==> config.mk <==
export PLATFORM = sky130hd
export DESIGN_NAME = screen_sequencer
export DESIGN_NICKNAME = d
export VERILOG_FILES = /design/src/rtl/screen_sequencer.sv
export SDC_FILE = /design/constraint.sdc
export NUM_CORES = 1
export LEC_CHECK = 0
export CAP_MARGIN = 10
export CORE_MARGIN = 3
export CORE_UTILIZATION = 41
export DETAILED_ROUTE_END_ITERATION = 8
export PLACE_DENSITY = 0.85
export SYNTH_ARGS = -nofsm -noshare
export SYNTH_HDL_FRONTEND = slang
export SYNTH_SLANG_ARGS = --single-unit
export TNS_END_PERCENT = 100
==> constraint.sdc <==
create_clock -name clk -period 2.44 [get_ports clk]
set_input_delay 0.488 -clock clk [delete_from_list [all_inputs] [get_ports clk]]
set_output_delay 0.488 -clock clk [all_outputs]
set_load 0.05 [all_outputs]
==> src/rtl/screen_sequencer.sv <==
// Connect-4 display sequencer: picks board / winner frame, latches the winner and sequences restarts.
// Optional WINNER_BLINK_EN macro makes the winner screen blink against BG_COLOR.
module screen_sequencer #(
  parameter int unsigned HOLD_FRAMES    = 60,
  parameter int unsigned WIN_MIN_FRAMES = 30,
  parameter int unsigned BLINK_FRAMES   = 15,
  parameter logic [23:0] BG_COLOR       = 24'hFFFFFF
) (
  input  logic        clk,
  input  logic        rst,
  input  logic [9:0]  x,
  input  logic [9:0]  y,
  input  logic        game_over,
  input  logic [2:0]  winner,
  input  logic        restart,
  input  logic [23:0] board_rgb,
  input  logic [23:0] winner_rgb,
  output logic [23:0] rgb_color,
  output logic [2:0]  player_sel,
  output logic        game_over_ack,
  output logic        clear_board,
  output logic [1:0]  screen_state
);

  typedef enum logic [1:0] {S_PLAY = 2'b00, S_FREEZE = 2'b01, S_WIN = 2'b10, S_RESTART = 2'b11} state_t;
  typedef enum logic [1:0] {SRC_BOARD = 2'b00, SRC_WINNER = 2'b01, SRC_BG = 2'b10} src_t;

  state_t      state, state_nx;
  src_t        src_sel, src_nx;
  logic        at_origin, at_origin_q, frame_tick;
  logic        restart_q, restart_rise;
  logic [7:0]  frame_cnt;
  logic        ack_set, clr_set;
  logic [23:0] pix;

  assign at_origin    = (x == 10'd0) && (y == 10'd0);
  assign frame_tick   = at_origin && !at_origin_q;
  assign restart_rise = restart && !restart_q;
  assign screen_state = state;

  always_ff @(posedge clk) begin
    if (rst) begin
      at_origin_q <= 1'b0;
      restart_q   <= 1'b0;
    end else begin
      at_origin_q <= at_origin;
      restart_q   <= restart;
    end
  end

`ifdef WINNER_BLINK_EN
  logic       blink_on;
  logic [7:0] blink_cnt;

  always_ff @(posedge clk) begin
    if (rst) begin
      blink_on  <= 1'b1;
      blink_cnt <= 8'd0;
    end else if (state_nx == S_WIN && state != S_WIN) begin
      blink_on  <= 1'b1;
      blink_cnt <= 8'd0;
    end else if (state == S_WIN && frame_tick) begin
      if (blink_cnt == 8'(BLINK_FRAMES - 1)) begin
        blink_cnt <= 8'd0;
        blink_on  <= !blink_on;
      end else begin
        blink_cnt <= blink_cnt + 8'd1;
      end
    end
  end
`endif

  always_ff @(posedge clk) begin
    if (rst) state <= S_PLAY;
    else     state <= state_nx;
  end

  // game_over is tested first so it wins over a same-cycle restart edge
  always_comb begin
    state_nx = state;
    unique case (state)
      S_PLAY:    if (game_over) state_nx = S_FREEZE;
                 else if (restart_rise) state_nx = S_RESTART;
      S_FREEZE:  if (frame_tick && frame_cnt == 8'(HOLD_FRAMES - 1)) state_nx = S_WIN;
      S_WIN:     if (restart_rise && frame_cnt >= 8'(WIN_MIN_FRAMES)) state_nx = S_RESTART;
      S_RESTART: if (frame_tick) state_nx = S_PLAY;
    endcase
  end

  always_comb begin
    ack_set = (state == S_PLAY) && game_over;
    clr_set = (state != S_RESTART) && (state_nx == S_RESTART);
    src_nx  = SRC_BOARD;
    if (state == S_WIN) begin
`ifdef WINNER_BLINK_EN
      src_nx = blink_on ? SRC_WINNER : SRC_BG;
`else
      src_nx = SRC_WINNER;
`endif
    end
  end

  always_comb begin
    unique case (src_sel)
      SRC_WINNER: pix = winner_rgb;
      SRC_BG:     pix = BG_COLOR;
      default:    pix = board_rgb;
    endcase
  end

  always_ff @(posedge clk) begin
    if (rst) begin
      frame_cnt     <= 8'd0;
      src_sel       <= SRC_BOARD;
      rgb_color     <= 24'hFFFFFF;
      player_sel    <= 3'b000;
      game_over_ack <= 1'b0;
      clear_board   <= 1'b0;
    end else begin
      if (state_nx != state)                   frame_cnt <= 8'd0;
      else if (frame_tick && frame_cnt != 8'hFF) frame_cnt <= frame_cnt + 8'd1;
      // source only switches on a frame boundary so a frame is never torn
      if (frame_tick) src_sel <= src_nx;
      rgb_color     <= pix;
      game_over_ack <= ack_set;
      clear_board   <= clr_set;
      if (ack_set)      player_sel <= (winner == 3'd1 || winner == 3'd2) ? winner : 3'b000;
      else if (clr_set) player_sel <= 3'b000;
    end
  end

endmodule

Word level (Yosys, flattened, before mapping)
Cells that the tools add are included.
{"block": "word_totals", "reg_bits": 43, "in_bits": 75, "output_inout_bits": 31, "elab_cells": 50}
{"block": "classes", "n_addsub": 1, "magnitude_cmp": 1, "n_eq_ne": 12, "muxes": 11, "n_reduce_logical": 16}
{"op": "$pmux W24 S2", "n": 1}
{"op": "$logic_not A10 Y1", "n": 2}
{"op": "$mux W2", "n": 5}
{"op": "$mux W3", "n": 3}
{"op": "$add A8 B1 Y8 const B", "n": 1}
{"op": "$eq A2 B2 Y1 const B", "n": 4}
{"op": "$eq A8 B6 Y1 const B", "n": 1}
{"op": "$ge A8 B5 Y1 const B", "n": 1}
{"op": "$logic_and A1 B1 Y1", "n": 8}
{"op": "$ne A8 B8 Y1 const B", "n": 1}
{"op": "$pmux W2 S4", "n": 1}
{"op": "$eq A2 B1 Y1 const B", "n": 2}
{"op": "$eq A3 B1 Y1 const B", "n": 1}
{"op": "$eq A3 B2 Y1 const B", "n": 1}
{"op": "$logic_not A1 Y1", "n": 2}
{"op": "$logic_not A2 Y1", "n": 1}
{"op": "$ne A2 B2 Y1", "n": 1}
{"op": "$ne A2 B2 Y1 const B", "n": 1}
{"op": "$reduce_bool A2 Y1", "n": 1}
{"op": "$reduce_or A2 Y1", "n": 1}
{"op": "$logic_or A1 B1 Y1", "n": 1}
{"op": "$mux W1", "n": 1}

Longest topological paths before layout
{"block": "depth", "ltp_word": 10, "depth_mapped": 8, "ltp_nobuf": 7}

Worst setup path after synthesis
OpenSTA, ideal clock, no wires.
{"block": "synth_path", "path_kind": "register -> register", "startpoint": "reg state[1] (netlist: screen_state[1])", "endpoint": "reg frame_cnt[2]", "setup_time_ns": 0.073, "t_arrival_ns": 1.698, "t_required_ns": 2.367, "setup_slack_ns": 0.669, "path_stages_with_launch": 7, "n_path_buf": 1, "period_less_slack_ns": 1.771, "path_cell_list": "dfxtp_1 nor4b_1 a21oi_1 o21ai_1 nand2b_1 buf_4 nor3_2"}
{"block": "synth_via", "elab_chain_len": 5, "elab_cells_between_ends": 12, "cone_classes": "eq/ne (4); mux (6); reduce/logical (2)"}
{"item": "start, declared", "line_no": "28", "source": "state_t state, state_nx;"}
{"item": "start signal, assigned", "line_no": "75", "source": "else state <= state_nx;"}
{"item": "$mux W2", "line_no": "83", "source": "else if (restart_rise) state_nx = S_RESTART;"}
{"item": "$mux W2", "line_no": "82", "source": "S_PLAY: if (game_over) state_nx = S_FREEZE;"}
{"item": "$pmux W2 S4", "line_no": "81", "source": "unique case (state)"}
{"item": "$ne A2 B2 Y1 *", "line_no": "120", "source": "if (state_nx != state) frame_cnt <= 8'd0;"}
{"item": "$reduce_or A2 Y1 (no line) *"}
{"item": "end signal, assigned", "line_no": "121", "source": "else if (frame_tick && frame_cnt != 8'hFF) frame_cnt <= frame_cnt + 8'd1;"}
{"item": "end, declared", "line_no": "32", "source": "logic [7:0] frame_cnt;"}
Every way passes the cells marked *; elsewhere a longest branch is shown, timed or not.
A chain may end at the register's enable or synchronous reset.

Worst setup path in the final report
{"block": "layout_path", "startpoint": "reg state[1] (netlist: screen_state[1])", "endpoint": "out screen_state[1]"}
{"item": "end, declared", "line_no": "22", "source": "output logic [1:0] screen_state"}
No word-level cell between the ends.

==> run summary <==
Shortest period the worst path allows: 2.13 ns. The sort of element at the end of the critical path was an output port. Hold is met by 0.442 ns. Final setup violation count: 0. After detailed routing, the average wire length per cell comes to 14.9 µm.

The latest clock arrival within the worst-skew pair is 0.29 ns. The tools report the area of the die as 5430 µm². Traced cell by cell, the critical path runs through clkdlybuf4s50_1. The worst setup path is launched from a register. In this run the mean area of a mapped cell was 9.44 µm². Critical path data arrival time: 1.64 ns. Across all layers, the routed design uses 1864 vias. Sorting the synthesized cells by area gives the leading types as sky130_fd_sc_hd__dfxtp_1 45%, sky130_fd_sc_hd__a211o_1 12%, sky130_fd_sc_hd__nor2b_1 8.3%, sky130_fd_sc_hd__a21oi_1 2.7%, sky130_fd_sc_hd__nor4_2 2.7%.

Gates resized during post-CTS repair numbered 0. The run finished with clean final reports. The slowest stage of the critical path is the sky130_fd_sc_hd__clkdlybuf4s50_1 cell. The filler cells instantiated in the layout total 353. Row generation in the floorplan step produced 23 rows. The power per standard cell area was 504 nW/µm². The post-CTS setup buffer count came out at 0.

The via count of the first global-routing pass came out at 1742. For the smallest setup slack after layout, the log shows 0.315 ns. The run gives 0 ns as the accumulated negative setup slack.

Among cell families on the critical path, the largest total delay comes from buffers and inverters. TritonCTS built the clock tree. The final hold violation count is 0. The synthesized design spends more area on one cell type than any other, namely sky130_fd_sc_hd__dfxtp_1.

The number of buffers created by CTS is 5, and the post-synthesis to final-layout area growth is 63.0%. The routed wire length was 5270 µm; the gate count after technology mapping was 199. For the pin with the worst max-slew slack, the measured transition is 0.553 ns.

The number of pins with negative max-slew slack in the final report is 0. The total number of clock tree sinks came out at 42. The root buffer cell chosen for the clock tree is sky130_fd_sc_hd__clkbuf_8. After synthesis, the share of flip-flops with an asynchronous set or reset is 0%.

The number of input and output port buffers inserted was 105. In the final layout, the share of cells above drive strength 1 is 8.22%. Synthesis-stage register bit count: 42. After synthesis the cells add up to 1880 µm². Setup repair after global routing left no endpoint under its margin. The net count of the finished layout is 380.

For the worst setup path, the data required time is 1.95 ns. The pre-CTS setup slack is 0.198 ns. The worst relative slew slack is 63.0%.

Along the worst path, the maximum fanout reaches 9. For this run, the leading register cell type out of synthesis is sky130_fd_sc_hd__dfxtp_1. In this run the biggest area consumer among cell types represents 44.7% of the synthesized area. Entering global routing, the biggest net connects 49 pins. The count of TritonRoute iterations in the first routing pass was 4; the count of routing violations after the opening detailed-route iteration was 105. Synthesis instantiated 46 different standard cells from the library. The number of enable flip-flop cells after synthesis is 0.

The number of antenna diodes in the final layout is 0. Static timing analysis puts the maximum clock frequency at 0.471 GHz. The path class of the tightest hold or removal check is register to register. The logs give 0 for the remaining global-route overflow and 1.14 nW for the leakage power. Of the available clock period, the critical path in the final layout requires 87.1%.

The initial utilization of the core area, before any placement, comes to 44.7%. The mean number of vias per cell is 5.27, and the design area is 3060 µm². The part of the Yosys area used for sequential elements was 44.7%; the routability congestion estimate from global placement was 0.852. The total of warnings raised by yosys was 0; the register clock-pin slew on the reported worst setup and hold paths was 0.08 ns. The H-tree was split into 2 levels. The number of nets in the synthesized netlist is 276. The post-route clock skew was 0.00706 ns. The number of antenna violations at the first check in global routing was 0. The total cell area at the placement stage is 2970 µm². The buffers plus inverters on the worst setup path works out to 1.

Maximum vdd drop: 0.348 mV. The global-route usage over all layers is 19.1%, and the critical path's largest stage delay is 0.86 ns. The first global-routing pass estimated 8180 µm of wire.

For this run, design rule violations remaining after detail routing come to 0. The floorplan step defined a core boundary enclosing 4200 µm². The wire-length estimate of the detail-placed layout is 4020 µm.

The count of nets left with antenna violations once routing finished came out at 0. The tool flagged a number of max-cap violations equal to 0. Buffers inserted to repair hold after CTS numbered 0. 106 I/O pins were placed. The critical path start-end classification was register to output port.

The die width was 73.7 µm; the height of the die was 73.7 µm. Maximum number of buffers from clock root to sink: 2.
## placed cells by master, fill, tap and decap left out, drive strengths merged, types with 2 or more instances in the layout
master         netlist  routed
a211o               25      25
a21oi               10      10
a31oi                3       3
a32oi                2       2
and2                 3       3
buf                  4       3
clkbuf               7       6
clkdlybuf4s50        0     105
dfxtp               42      42
ha                   2       2
inv                  9       9
nand2                8       8
nand2b               3       3
nand3                5       5
nand4                3       3
nor2                10      10
nor2b               25      25
nor3                 5       5
nor4                 6       6
o21ai                6       6
o31ai                2       2
or3                  2       2
## flip-flops by register name, indices dropped and copies added, names as in the netlist
signal         cells
restart_q          1
at_origin_q        1
rgb_color         24
clear_board        1
frame_cnt          8
game_over_ack      1
src_sel            1
player_sel         3
screen_state       2
## report_power, final
part | switching (mW) | leakage [nW] | internal [mW]
clock | 0.238 | 0.0472 | 0.228
sequential | 0.0122 | 0.347 | 0.713
combinational | 0.168 | 0.750 | 0.185
## per-stage QoR
stage | util [%] | cells | total power, mW
after floorplan | - | 199 | 0.906
after global placement | 70.7 | 346 | 1.09
after detailed placement | 70.7 | 346 | 1.09
after CTS | 72.9 | 354 | 1.55
after global routing | 72.9 | 354 | 1.60
final | 72.9 | 354 | 1.54
## cell usage after synthesis, types with 2 or more instances
| master | count |
|---|---|
| sky130_fd_sc_hd__a32oi_1 | 2 |
| sky130_fd_sc_hd__o21ai_0 | 5 |
| sky130_fd_sc_hd__nand3_1 | 4 |
| sky130_fd_sc_hd__nand2_1 | 8 |
| sky130_fd_sc_hd__nor2b_1 | 25 |
| sky130_fd_sc_hd__nand2b_1 | 3 |
| sky130_fd_sc_hd__nor3_2 | 3 |
| sky130_fd_sc_hd__dfxtp_1 | 42 |
| sky130_fd_sc_hd__nor4_1 | 2 |
| sky130_fd_sc_hd__a211o_1 | 25 |
| sky130_fd_sc_hd__ha_1 | 2 |
| sky130_fd_sc_hd__or3_1 | 2 |
| sky130_fd_sc_hd__o31ai_1 | 2 |
| sky130_fd_sc_hd__inv_1 | 9 |
| sky130_fd_sc_hd__nor2_1 | 10 |
| sky130_fd_sc_hd__a31oi_1 | 3 |
| sky130_fd_sc_hd__a21oi_1 | 10 |
| sky130_fd_sc_hd__clkbuf_1 | 7 |
| sky130_fd_sc_hd__nor4_2 | 4 |
| sky130_fd_sc_hd__buf_1 | 2 |
| sky130_fd_sc_hd__nor3_1 | 2 |
| sky130_fd_sc_hd__nand4_1 | 3 |
## worst paths after layout
path | end | slack [ns] | start | cells after the start
hold reg to reg | player_sel[2]$_SDFFE_PP0P_ | 0.44 | player_sel[2]$_SDFFE_PP0P_ | 2
setup / recovery | screen_state[1] | 0.31 | screen_state[1]$_SDFF_PP0_ | 1
hold / removal | player_sel[2]$_SDFFE_PP0P_ | 0.44 | player_sel[2]$_SDFFE_PP0P_ | 2
setup reg to reg | frame_cnt[4]$_SDFFE_PP0P_ | 0.52 | frame_cnt[0]$_SDFFE_PP0P_ | 7
## cells by family after synthesis
logic type | synth area share [%]
flops | 44.7
mux | 0.533
buf+inv | 4.26
fa+ha+maj | 1.33
simple gates | 26.7
compound gates | 22.4
## routing by layer
| metal | global-route usage (%) | part of all wire [%] | up-vias |
|---|---|---|---|
| li1 | - | - | 929 |
| met1 | 23.5 | 42 | 873 |
| met2 | 33.5 | 52 | 60 |
| met3 | 4.38 | 5.8 | 2 |
| met4 | 4.83 | 0.68 | 0 |
| met5 | 0 | 0 | - |
## area by class of cell
cell class | count | area, µm² | area share [%]
Tap cell | 50 | 62.6 | 2.04
Inverter | 9 | 33.8 | 1.10
Sequential cell | 42 | 841 | 27.4
Timing Repair Buffer | 108 | 1070 | 35.0
Clock buffer | 6 | 82.6 | 2.69
Multi-Input combinational cell | 137 | 958 | 31.3
Clock inverter | 2 | 12.5 | 0.408
(Power assumes the default switching activity.)
